===== config.mk =====
export PLATFORM = sky130hd
export DESIGN_NAME = instruction_fetch
export DESIGN_NICKNAME = d
export VERILOG_FILES = /design/src/rtl/instruction_fetch_pkg.sv /design/src/rtl/instruction_fetch_buffer.sv /design/src/rtl/instruction_fetch.sv
export SDC_FILE = /design/constraint.sdc
export NUM_CORES = 1
export LEC_CHECK = 0
export ABC_AREA = 1
export CORE_MARGIN = 4
export CORE_UTILIZATION = 55
export CTS_CLUSTER_DIAMETER = 30
export DETAILED_ROUTE_END_ITERATION = 7
export PLACE_DENSITY = 0.82
export RECOVER_POWER = 50
export SLEW_MARGIN = 25
export SYNTH_ARGS = -nofsm -noshare
export SYNTH_HDL_FRONTEND = slang
export SYNTH_SLANG_ARGS = --single-unit

===== constraint.sdc =====
create_clock -name clk -period 3.7 [get_ports clk]
set_clock_uncertainty 0.1 [all_clocks]
set_input_delay 0.925 -clock clk [delete_from_list [all_inputs] [get_ports clk]]
set_output_delay 0.925 -clock clk [all_outputs]
set_load 0.01 [all_outputs]

===== src/rtl/instruction_fetch_pkg.sv =====
// Shared constants, widths and buffer occupancy encoding for the instruction fetch stage.
package instruction_fetch_pkg;

    localparam int PC_W    = 8;
    localparam int INSTR_W = 16;
    localparam int ENTRY_W = PC_W + INSTR_W;

    localparam logic [3:0]         OP_JUMP = 4'b0101;
    localparam logic [INSTR_W-1:0] OP_NOP  = 16'h0000;

    typedef enum logic [1:0] {
        ST_EMPTY = 2'd0,
        ST_ONE   = 2'd1,
        ST_FULL  = 2'd2
    } fifo_state_t;

    // Direct jumps carry their absolute target in the low byte.
    function automatic logic is_jump(input logic [INSTR_W-1:0] instr);
        return instr[15:12] == OP_JUMP;
    endfunction

endpackage


===== src/rtl/instruction_fetch_buffer.sv =====
// fetch_buffer: two-entry skid FIFO tracked by an EMPTY/ONE/FULL occupancy FSM.
module fetch_buffer
    import instruction_fetch_pkg::*;
#(
    parameter int WIDTH = ENTRY_W
) (
    input  logic             clk,
    input  logic             reset,
    input  logic             push,
    input  logic             pop,
    input  logic             flush,
    input  logic [WIDTH-1:0] din,
    output logic             valid,
    output logic [WIDTH-1:0] head,
    output fifo_state_t      state
);

    logic [WIDTH-1:0] tail;

    // The head register is cleared whenever the buffer drains, so it reads zero when EMPTY.
    always_ff @(posedge clk) begin
        if (reset || flush) begin
            state <= ST_EMPTY;
            head  <= '0;
            tail  <= '0;
        end else begin
            unique case (state)
                ST_EMPTY: begin
                    if (push) begin
                        head  <= din;
                        state <= ST_ONE;
                    end
                end
                ST_ONE: begin
                    if (push && pop) begin
                        head <= din;
                    end else if (push) begin
                        tail  <= din;
                        state <= ST_FULL;
                    end else if (pop) begin
                        head  <= '0;
                        state <= ST_EMPTY;
                    end
                end
                ST_FULL: begin
                    if (pop) begin
                        head <= tail;
                        if (push) begin
                            tail <= din;
                        end else begin
                            tail  <= '0;
                            state <= ST_ONE;
                        end
                    end
                end
                default: state <= ST_EMPTY;
            endcase
        end
    end

    assign valid = (state != ST_EMPTY);

endmodule


===== src/rtl/instruction_fetch.sv =====
// Instruction fetch: PC register, redirect control and a 2-entry output buffer.
// Optional jump predecode is enabled by defining FETCH_JUMP_PREDECODE_EN.
module instruction_fetch
    import instruction_fetch_pkg::*;
#(
    parameter logic [PC_W-1:0] RESET_PC   = 8'h00,
    parameter int              IMEM_WORDS = 32
) (
    input  logic               clk,
    input  logic               reset,
    output logic [PC_W-1:0]    imem_pc,
    input  logic [INSTR_W-1:0] imem_instr,
    input  logic               redirect_valid,
    input  logic [PC_W-1:0]    redirect_pc,
    output logic               if_valid,
    input  logic               if_ready,
    output logic [INSTR_W-1:0] if_instr,
    output logic [PC_W-1:0]    if_pc
);

    logic [PC_W-1:0]    fetch_pc;
    logic [PC_W-1:0]    next_pc;
    logic               push;
    logic               pop;
    fifo_state_t        state;
    logic [ENTRY_W-1:0] head;

    assign imem_pc = fetch_pc;
    assign pop     = if_valid && if_ready;
    // A simultaneous pop frees a slot, so a FULL buffer still accepts a new word.
    assign push    = !redirect_valid && (state != ST_FULL || pop);

`ifdef FETCH_JUMP_PREDECODE_EN
    assign next_pc = is_jump(imem_instr) ? imem_instr[PC_W-1:0] : fetch_pc + 8'd1;
`else
    assign next_pc = fetch_pc + 8'd1;
`endif

    always_ff @(posedge clk) begin
        if (reset) begin
            fetch_pc <= RESET_PC;
        end else if (redirect_valid) begin
            fetch_pc <= redirect_pc;
        end else if (push) begin
            fetch_pc <= next_pc;
        end
    end

    fetch_buffer #(
        .WIDTH(ENTRY_W)
    ) u_buffer (
        .clk   (clk),
        .reset (reset),
        .push  (push),
        .pop   (pop),
        .flush (redirect_valid),
        .din   ({fetch_pc, imem_instr}),
        .valid (if_valid),
        .head  (head),
        .state (state)
    );

    assign if_pc    = head[ENTRY_W-1 -: PC_W];
    assign if_instr = head[INSTR_W-1:0];

    // Memory beyond the populated range must read back as NOP.
    a_nop_beyond_imem : assert property (@(posedge clk) disable iff (reset)
        (int'(fetch_pc) >= IMEM_WORDS) |-> (imem_instr == OP_NOP));

endmodule


==> After elaboration in Yosys (flattened, before gate mapping) <==
Cells that the tools add are included.
W data, S select, Z words.
{ "totals": {"ff_bits": 58, "in_bits": 28, "output_inout_bits": 33, "wordCells": 49} }
{ "classes": {"addsub": 1, "n_eq_ne": 11, "n_mux": 19, "n_reduce_logical": 14} }
{ "ops": {"columns": ["cell", "n"], "rows": [
  ["$mux W24", 8],
  ["$pmux W24 S3", 1],
  ["$pmux W24 S2", 1],
  ["$mux W8", 2],
  ["$mux W2", 6],
  ["$reduce_and A5 Y1", 2],
  ["$add A8 B1 Y8 const B", 1],
  ["$ne A2 B2 Y1 const B", 4],
  ["$ne A3 B2 Y1 const B", 2],
  ["$pmux W2 S3", 1],
  ["$reduce_bool A2 Y1", 3],
  ["$ne A2 B1 Y1 const B", 2],
  ["$reduce_and A4 Y1", 1],
  ["$logic_and A1 B1 Y1", 3],
  ["$ne A3 B3 Y1 const B", 1],
  ["$reduce_bool A3 Y1", 1],
  ["$eq A2 B1 Y1 const B", 1],
  ["$eq A2 B2 Y1 const B", 1],
  ["$logic_not A2 Y1", 1],
  ["$logic_or A1 B1 Y1", 2],
  ["$logic_not A1 Y1", 1]
]} }

==> Depth between registers and ports, before layout <==
Gate-level depths: netlist of the first run.
{ "logic_depth": {"depth_word": 7, "depth_mapped": 12, "mapped_depth_nobuf": 12} }

==> Modules after synthesis <==
A second synthesis of the first run with hierarchy kept.
{ "hier_totals": {"hier_cells": 533, "hier_area_um2": 3323.2} }
{ "by_module_without_submodules": {"columns": ["module", "instances", "cells_each", "area_per_inst_um2", "seq_area_each_um2"], "rows": [
  ["fetch_buffer", 1, 439, 2703.8, 1001.0],
  ["instruction_fetch", 1, 94, 619.3, 160.2]
]} }

==> Least setup slack after synthesis of the first run <==
Ideal clock, no wire load.
{ "synth_timing": {"path_kind": "input to register", "start": "input port redirect_valid", "end": "register u_buffer.head[16]", "setup_time_ps": 120, "arrival_ps": 1757, "required_time_ps": 3480, "slack_ps": 1723, "cell_stages": 8, "path_buffers": 2, "cell_sequence": "buf_6 inv_4 nand2_1 nand2_1 nand3_2 inv_2 buf_2 a21oi_1"} }
{ "synth_via": {"elab_chain_cells": 5, "word_cells_on_any_way": 10, "classes_between": "eq/ne (3); mux (2); reduce/logical (5)"} }
{ "synth_rtl": {"columns": ["item", "line_no", "source"], "rows": [
  ["from (decl)", "instruction_fetch.sv:13", "input logic redirect_valid,"],
  ["$logic_not A1 Y1", "instruction_fetch.sv:31", "assign push = !redirect_valid && (state != ST_FULL || pop);"],
  ["$logic_and A1 B1 Y1", "instruction_fetch.sv:31", null],
  ["$logic_and A1 B1 Y1", "instruction_fetch_buffer.sv:35", "if (push && pop) begin"],
  ["$ne A3 B3 Y1 (no line), or another cell as far along", null, null],
  ["$reduce_and A5 Y1 (no line) / $pmux W24 S3 (equally long branches)", null, null],
  ["to (signal assigned)", "instruction_fetch_buffer.sv:30", "head <= din;"],
  ["to (signal assigned)", "instruction_fetch_buffer.sv:36", "head <= din;"],
  ["to (signal assigned)", "instruction_fetch_buffer.sv:47", "head <= tail;"],
  ["to (decl)", "instruction_fetch_buffer.sv:14", "output logic [WIDTH-1:0] head,"]
]} }
Several ways; a longest one is shown, not always the timed one.
A chain may end at the register's enable or synchronous reset.

==> Worst setup path after layout of the first run <==
{ "layout_timing": {"start": "input port redirect_valid", "end": "register u_buffer.tail[13]"} }
{ "layout_via": {"elab_chain_cells": 5, "word_cells_on_any_way": 10, "classes_between": "eq/ne (2); mux (3); reduce/logical (5)"} }
{ "layout_rtl": {"columns": ["item", "line_no", "source"], "rows": [
  ["$logic_not A1 Y1", "instruction_fetch.sv:31", null],
  ["$logic_and A1 B1 Y1", "instruction_fetch.sv:31", null],
  ["$mux W24 / $logic_and A1 B1 Y1 (equally long branches)", "instruction_fetch_buffer.sv:48, instruction_fetch_buffer.sv:35", null],
  ["$mux W24 / $ne A2 B2 Y1 (equally long branches)", null, null],
  ["$pmux W24 S2 / $reduce_and A4 Y1 (equally long branches)", null, null],
  ["to (signal assigned)", "instruction_fetch_buffer.sv:38", "tail <= din;"],
  ["to (signal assigned)", "instruction_fetch_buffer.sv:49", "tail <= din;"],
  ["to (decl)", "instruction_fetch_buffer.sv:18", "logic [WIDTH-1:0] tail;"]
]} }
Several ways; a longest one is shown, not always the timed one. The select of a mux whose other input is x is not followed.

==> results_dict.tcl, run 1 <==
set metrics [dict create \
    wire_per_inst_um 12.84 \
    synth_simple_gate_area_frac 0.3187 \
    run_status "finished, final reports clean" \
    drt-initial-drc-count 210 \
    grt_util_met2 0.4281 \
    data_arrival_time_at_the_worst_slack_endpoint_ns 2.89 \
    finalCriticalPeriod_ns 2.799 \
    setup.worst_path.end_class "flip-flop" \
    std_cell_rows 26 \
    internal_power_w 0.001149 \
    drc 0 \
    detailed_place.area_um2 3582 \
    grt.met3_usage 0.05592 \
    grt_antenna_before_repair 0 \
    antenna_cells_inserted 0 \
    top_level_ports 61 \
    critical_path_required_ns 3.79 \
    finalSetupViolCount 0 \
    post_synthesis_register_bit_count 58 \
    share_clk_of_total_power 0.364 \
    via_count 3021 \
    synth_compound_area_frac 0.1380 \
    coreArea_um2 5205 \
    setup.worst_path.class "input pin to flip-flop" \
    post_cts.repair.setup_buffers 0 \
    worst-path-max-fanout 19 \
    grt-busiest-layer "met2" \
    layout_commonest_cell "sky130_fd_sc_hd__nand2_1" \
    number_of_routed_nets_with_antenna_violations 0 \
    detailedPlacementHpwl_um 5055 \
    cts_num_sinks 58 \
    cts_max_level 3 \
    gr-usage-all-layers 0.2536 \
    largest_family_of_logic_cells_by_synthesized_area "simple AND/OR/NAND/NOR gates" \
    worst_setup_hold_path_clk_slew_ns 0.06 \
    proportion_of_power_drawn_by_flip_flops_and_latches 0.422 \
    gpl.final_weighted_congestion 0.8962 \
    tritoncts.num_buffers 9 \
    dr.pass1.iters 5 \
    per_instance_average_area_after_synthesis_um2 6.392 \
    rsz0062_at_grt "false" \
    number_of_violations_of_the_max_capacitance_limit 0 \
    overflow 0 \
    switching_fraction 0.2936 \
    wire_length_of_the_first_global_routing_pass_um 13080 \
    synthMuxAreaShare 0 \
    clockBufferDepth 2 \
    net-switching-power_w 0.0004776 \
    worst_skew_pair.late_latency_ns 0.34 \
    signed_area_change_from_the_synthesized_netlist_to_the_final_layout_pct 25.60 \
    power.static_leakage_nw 1.717 \
    hold_viol_final 0 \
    synth-seq-area-share 0.3881 \
    final_net_count 557 \
    yosys_warnings 0 \
    slew_violations 0 \
    min-delay-path-class "flip-flop to flip-flop" \
    total_routed_wirelength_um 7689 \
    post_synth_inst_count 468 \
    setup_tns_ns 0 \
    power_frac_comb 0.213 \
    power_per_cell_area_nw_per_um2 432.9 \
    root_buffer "sky130_fd_sc_hd__clkbuf_8" \
    post_synth_xor_area_fraction 0.002928 \
    max_clock_freq_ghz 0.3573 \
    netlist-cell-type-count 26 \
    grtUsageMet1 0.3080 \
    yosys.area_share.adder 0.02091 \
    crit_path_start_kind "input pin" \
    viasPerCell 5.043 \
    numPortBuffers 60 \
    first_global_vias 2950 \
    cell_area_after_technology_mapping_um2 2992 \
    mostFrequentLayoutCells "sky130_fd_sc_hd__nand2_1, sky130_fd_sc_hd__a21oi_1, sky130_fd_sc_hd__inv_1" \
    dieWidth_um 81.75 \
    ir_drop_uv 253.5 \
    cts-resized-gates 0 \
    tritoncts "yes" \
    layout.cell_area.non_filler_um2 3757 \
    cts.hold.buffers_added 0 \
    die_height_um 81.75 \
    worst_pin_slew_ns 0.8624 \
    post_route_cells_drive_above_1_share 0.05104 \
    timing.slew.headroom 0.4237 \
    maximum_number_of_pins_on_one_net_before_global_route_repair 28 \
    fin_crit_sh 0.7565 \
    postSynthNetCount 501 \
    effective_utilization_at_floorplan 0.5748 \
    die-area_um2 6683 \
]
## cells in the mapped netlist
master                     number  area (um^2)
sky130_fd_sc_hd__a21oi_1       66        330.3
sky130_fd_sc_hd__a311oi_1       1        8.760
sky130_fd_sc_hd__a31oi_1        3        18.77
sky130_fd_sc_hd__and2_1         1        6.260
sky130_fd_sc_hd__buf_1          1        3.750
sky130_fd_sc_hd__buf_2          9        45.04
sky130_fd_sc_hd__buf_4          3        22.52
sky130_fd_sc_hd__buf_6          5        56.30
sky130_fd_sc_hd__clkbuf_1       2        7.510
sky130_fd_sc_hd__dfxtp_1       58         1161
sky130_fd_sc_hd__ha_1           5        62.56
sky130_fd_sc_hd__inv_1         63        236.5
sky130_fd_sc_hd__inv_2          4        15.01
sky130_fd_sc_hd__inv_4          1        6.260
sky130_fd_sc_hd__nand2_1      164        615.6
sky130_fd_sc_hd__nand2_4        4        45.04
sky130_fd_sc_hd__nand3_1       10        50.05
sky130_fd_sc_hd__nand3_2        1        10.01
sky130_fd_sc_hd__nand4_1        1        6.260
sky130_fd_sc_hd__nor2_1        57        214.0
sky130_fd_sc_hd__nor2_2         1        6.260
sky130_fd_sc_hd__o211ai_4       1        21.27
sky130_fd_sc_hd__o21ai_0        4        20.02
sky130_fd_sc_hd__o21ai_1        1        5.000
sky130_fd_sc_hd__o21ai_2        1        8.760
sky130_fd_sc_hd__xor2_1         1        8.760
## through the flow
step                      setup slack, ns  power [W]  cells  hold WS (ns)  utilization
after floorplan                     1.723  0.0009301    468        0.3436            -
after global placement             0.9403   0.001052    583        0.3540       0.6882
after detailed placement           0.8870   0.001058    583        0.3587       0.6882
after CTS                          0.9571   0.001648    599        0.3686       0.7262
after global routing               0.6337   0.001718    599        0.3879       0.7219
final                              0.9010   0.001627    599        0.3718       0.7219
## worst max-delay path, cell delays in order
cell,delay [ns]
sky130_fd_sc_hd__dlygate4sd3_1,0.57
sky130_fd_sc_hd__clkinvlp_2,0.20
sky130_fd_sc_hd__nand2_1,0.30
sky130_fd_sc_hd__nand2_1,0.49
sky130_fd_sc_hd__nand2_1,0.21
sky130_fd_sc_hd__nand2_1,0.07
sky130_fd_sc_hd__nand2_1,0.08
sky130_fd_sc_hd__nor2_1,0.04
## routing by layer
| metal | share of wire | up-vias |
|---|---|---|
| li1 | - | 1540 |
| met1 | 0.45 | 1371 |
| met2 | 0.47 | 95 |
| met3 | 0.061 | 15 |
| met4 | 0.019 | 0 |
| met5 | 0 | - |
## layout make-up
cell class | instances | area (um^2)
clock buffer | 14 | 162.7
clock inverter | 2 | 35.03
fill | 450 | 1448
inverter | 68 | 256.5
multi-input combinational | 322 | 1420
sequential | 58 | 1161
tap | 70 | 87.58
timing repair buffer | 65 | 634.4
## power by group through the flow
| stage | Clock [W] | Sequential, W | Combinational, W |
|---|---|---|---|
| floorplan | 0 | 0.000708 | 0.000222 |
| global placement | 0 | 0.000700 | 0.000351 |
| detailed placement | 0 | 0.000701 | 0.000357 |
| CTS | 0.000599 | 0.000688 | 0.000361 |
| global route | 0.000635 | 0.000690 | 0.000393 |
| finish | 0.000593 | 0.000687 | 0.000347 |
## cells by family (layout without fill, tap and decap cells)
| logic type | count (synthesis) | count (layout) |
|---|---|---|
| xor+xnor | 1 | 1 |
| fa+ha+maj | 5 | 5 |
| simple gates | 239 | 239 |
| flops | 58 | 58 |
| compound gates | 77 | 77 |
| buf+inv | 88 | 149 |
## sequential cells by signal, indices dropped and copies added (netlist names)
name            flops
u_buffer.head      24
u_buffer.tail      24
imem_pc             8
u_buffer.state      2
## path summary, 6_finish.rpt
kind	start	end	slack, ns	cells past startpoint
setup / recovery	redirect_valid	u_buffer.tail[13]$_SDFFE_PP0P_	0.90	8
hold / removal	u_buffer.tail[21]$_SDFFE_PP0P_	u_buffer.tail[21]$_SDFFE_PP0P_	0.37	2
setup reg to reg	u_buffer.state[0]$_SDFFE_PP0P_	u_buffer.tail[13]$_SDFFE_PP0P_	1.32	9
hold reg to reg	u_buffer.tail[21]$_SDFFE_PP0P_	u_buffer.tail[21]$_SDFFE_PP0P_	0.37	2
(Power assumes the default switching activity.)
==> inputs of run 2 (changes only) <==
--- a/config.mk
+++ b/config.mk
@@ -7,10 +7,10 @@
 export LEC_CHECK = 0
 export ABC_AREA = 1
 export CORE_MARGIN = 4
-export CORE_UTILIZATION = 55
+export CORE_UTILIZATION = 46
 export CTS_CLUSTER_DIAMETER = 30
 export DETAILED_ROUTE_END_ITERATION = 7
-export PLACE_DENSITY = 0.82
+export PLACE_DENSITY = 0.73
 export RECOVER_POWER = 50
 export SLEW_MARGIN = 25
 export SYNTH_ARGS = -nofsm -noshare
==> constraint.sdc (replaced) <==
create_clock -name clk -period 2.3 [get_ports clk]
set_clock_uncertainty 0.1 [all_clocks]
set_input_delay 0.575 -clock clk [delete_from_list [all_inputs] [get_ports clk]]
set_output_delay 0.575 -clock clk [all_outputs]
set_load 0.01 [all_outputs]
==> results_dict.tcl, run 2 (same netlist as run 1, synthesis figures left out) <==
set metrics [dict create \
    logic_depth_of_the_worst_setup_path_including_buffers 4 \
    total_routed_wirelength_um 7408 \
    setup.worst_path.class "flip-flop to primary output" \
    finalCriticalPeriod_ns 2.113 \
    setup_slack_ns 0.1868 \
    layout.cell_area.non_filler_um2 3831 \
    worst_slack_at_placement_ns 0.004976 \
    final_net_count 568 \
    maximum_number_of_pins_on_one_net_before_global_route_repair 28 \
    net-switching-power_w 0.0007587 \
    tritoncts "yes" \
    wire_length_of_the_first_global_routing_pass_um 12540 \
    rsz0062_at_grt "false" \
    cts_max_level 3 \
    worst_path_top_cell_family_by_delay "buffers and inverters" \
    clockBufferDepth 2 \
    critical_path_required_ns 1.62 \
    timing.slew.headroom 0.5205 \
    critical_path_cell_by_cell "inv_1, ha_1, inv_2, dlygate4sd2_1" \
    viasPerCell 4.828 \
    detailedPlacementHpwl_um 5118 \
    min-delay-path-class "flip-flop to flip-flop" \
    cts_num_sinks 58 \
    holdCritStartpoint "u_buffer.tail[22]$_SDFFE_PP0P_" \
    drc 0 \
    gpl.final_weighted_congestion 0.8604 \
    r2r_end "u_buffer.head[3]$_SDFFE_PP0P_" \
    worstHoldEndpoint "u_buffer.tail[22]$_SDFFE_PP0P_" \
    first_global_vias 2778 \
    power_frac_comb 0.234 \
    crit_path_start_kind "flip-flop" \
    internal_power_w 0.001755 \
    ir_drop_uv 415.4 \
    via_count 2974 \
    number_of_routed_nets_with_antenna_violations 0 \
    worst_path_max_delay_cell "sky130_fd_sc_hd__dfxtp_1" \
    die-area_um2 7858 \
    data_arrival_time_at_the_worst_slack_endpoint_ns 1.44 \
    bufs_and_invs_on_worst_path 3 \
    gr-usage-all-layers 0.2032 \
    setup.worst_path.end_class "primary output" \
    layout_commonest_cell "sky130_fd_sc_hd__nand2_1" \
    wire_per_inst_um 12.03 \
    antenna_cells_inserted 0 \
    setup.reg_to_reg.worst_slack_ns 0.30 \
    filler_cell_count 596 \
    mostFrequentLayoutCells "sky130_fd_sc_hd__nand2_1, sky130_fd_sc_hd__a21oi_1, sky130_fd_sc_hd__inv_1" \
    worst-path-max-fanout 4 \
    coreArea_um2 6350 \
    share_clk_of_total_power 0.329 \
    slew_violations 0 \
    hold_viol_final 0 \
    effective_utilization_at_floorplan 0.4711 \
    setup_tns_ns 0 \
    root_buffer "sky130_fd_sc_hd__clkbuf_8" \
    max_stage_delay_ns 0.36 \
    finish.utilization 0.6034 \
    finalSetupViolCount 0 \
    worst_setup_hold_path_clk_slew_ns 0.06 \
    grt_antenna_before_repair 0 \
    cts.hold.buffers_added 0 \
    switching_fraction 0.3018 \
    detailed_place.area_um2 3674 \
    proportion_of_power_drawn_by_flip_flops_and_latches 0.438 \
    rr_worst_depth 9 \
    run_status "finished, final reports clean" \
    worst_skew_pair.late_latency_ns 0.33 \
    overflow 0 \
    drt-initial-drc-count 157 \
    post_route_cells_drive_above_1_share 0.07050 \
    worst_hold_path.num_cells 2 \
    regToRegStartpoint "u_buffer.state[0]$_SDFFE_PP0P_" \
    number_of_violations_of_the_max_capacitance_limit 0 \
    top_level_ports 61 \
    dieWidth_um 88.65 \
    die_height_um 88.65 \
    power_per_cell_area_nw_per_um2 656.1 \
    numPortBuffers 60 \
    fin_crit_sh 0.9188 \
    signed_area_change_from_the_synthesized_netlist_to_the_final_layout_pct 28.06 \
    tritoncts.num_buffers 9 \
    worst_pin_slew_ns 0.7185 \
    max_clock_freq_ghz 0.4732 \
    std_cell_rows 29 \
    dr.pass1.iters 4 \
    power.static_leakage_nw 1.759 \
]
## run 2: cell types whose count changed in the layout (fill, tap and decap cells not counted), sizes merged
| cell | before | now |
|---|---|---|
| buf | 4 | 13 |
| bufinv | 1 | 0 |
| clkbuf | 15 | 16 |
| clkdlybuf4s50 | 30 | 33 |
| dlygate4sd2 | 0 | 1 |
| dlygate4sd3 | 30 | 26 |
| inv | 67 | 68 |
## run 2: cell type report
class,instances,area (um^2),share of cell area
inverter,68,257.7,0.06728
clock buffer,13,158.9,0.04148
multi-input combinational,322,1435,0.3746
timing repair buffer,76,709.4,0.1852
sequential,58,1161,0.3031
tap,77,96.34,0.02515
clock inverter,2,12.51,0.003266
## run 2: worst max path at each step
| stage | from | end |
|---|---|---|
| after detailed placement | redirect_valid | u_buffer.tail[13]$_SDFFE_PP0P_ |
| after CTS | u_buffer.state[0]$_SDFFE_PP0P_ | if_valid |
| final | u_buffer.state[0]$_SDFFE_PP0P_ | if_valid |
| after floorplan | u_buffer.state[0]$_SDFFE_PP0P_ | u_buffer.head[17]$_SDFFE_PP0P_ |
| after global placement | redirect_valid | u_buffer.tail[5]$_SDFFE_PP0P_ |
| after global routing | u_buffer.state[1]$_SDFFE_PP0P_ | if_valid |
## run 2: per-layer routing
metal / vias to the layer above / part of all wire / global-route usage / wire [um]
li1: 1559 / - / - / -
met1: 1322 / 0.44 / 0.2541 / 3249
met2: 87 / 0.49 / 0.3347 / 3605
met3: 6 / 0.069 / 0.06052 / 510
met4: 0 / 0.0057 / 0.06593 / 42
met5: - / 0 / 0 / 0
## run 2: worst register-to-register path: stages (launching register included)
cell and delay, ns:
sky130_fd_sc_hd__dfxtp_1 0.36, sky130_fd_sc_hd__inv_1 0.09, sky130_fd_sc_hd__ha_1 0.25, sky130_fd_sc_hd__inv_2 0.13
sky130_fd_sc_hd__nand2_4 0.08, sky130_fd_sc_hd__o21ai_1 0.10, sky130_fd_sc_hd__nand3_2 0.24, sky130_fd_sc_hd__inv_1 0.14
sky130_fd_sc_hd__clkbuf_2 0.26, sky130_fd_sc_hd__a21oi_1 0.12
## run 2: power groups by stage
stage          sequential (W)  combinational (W)  clock (W)
2_1_floorplan         0.00114           0.000357          0
3_3_place_gp          0.00112           0.000599          0
3_5_place_dp          0.00112           0.000604          0
4_1_cts               0.00110           0.000609   0.000848
5_1_grt               0.00111           0.000666   0.000899
6_report              0.00110           0.000588   0.000826
## run 2: metrics by stage
stage / hold WS (ns) / power [W] / cells
floorplan: 0.3436 / 0.001496 / 468
global placement: 0.3539 / 0.001722 / 601
detailed placement: 0.3567 / 0.001729 / 601
CTS: 0.3660 / 0.002558 / 616
global route: 0.3969 / 0.002672 / 616
finish: 0.3689 / 0.002514 / 616
## run 2: repair_timing
item / in CTS / in global routing
setup endpoints to repair: 1 / 0
hold endpoints to repair: 0 / 0
buffers inserted: 0 / 0
resized for setup: 1 / 0
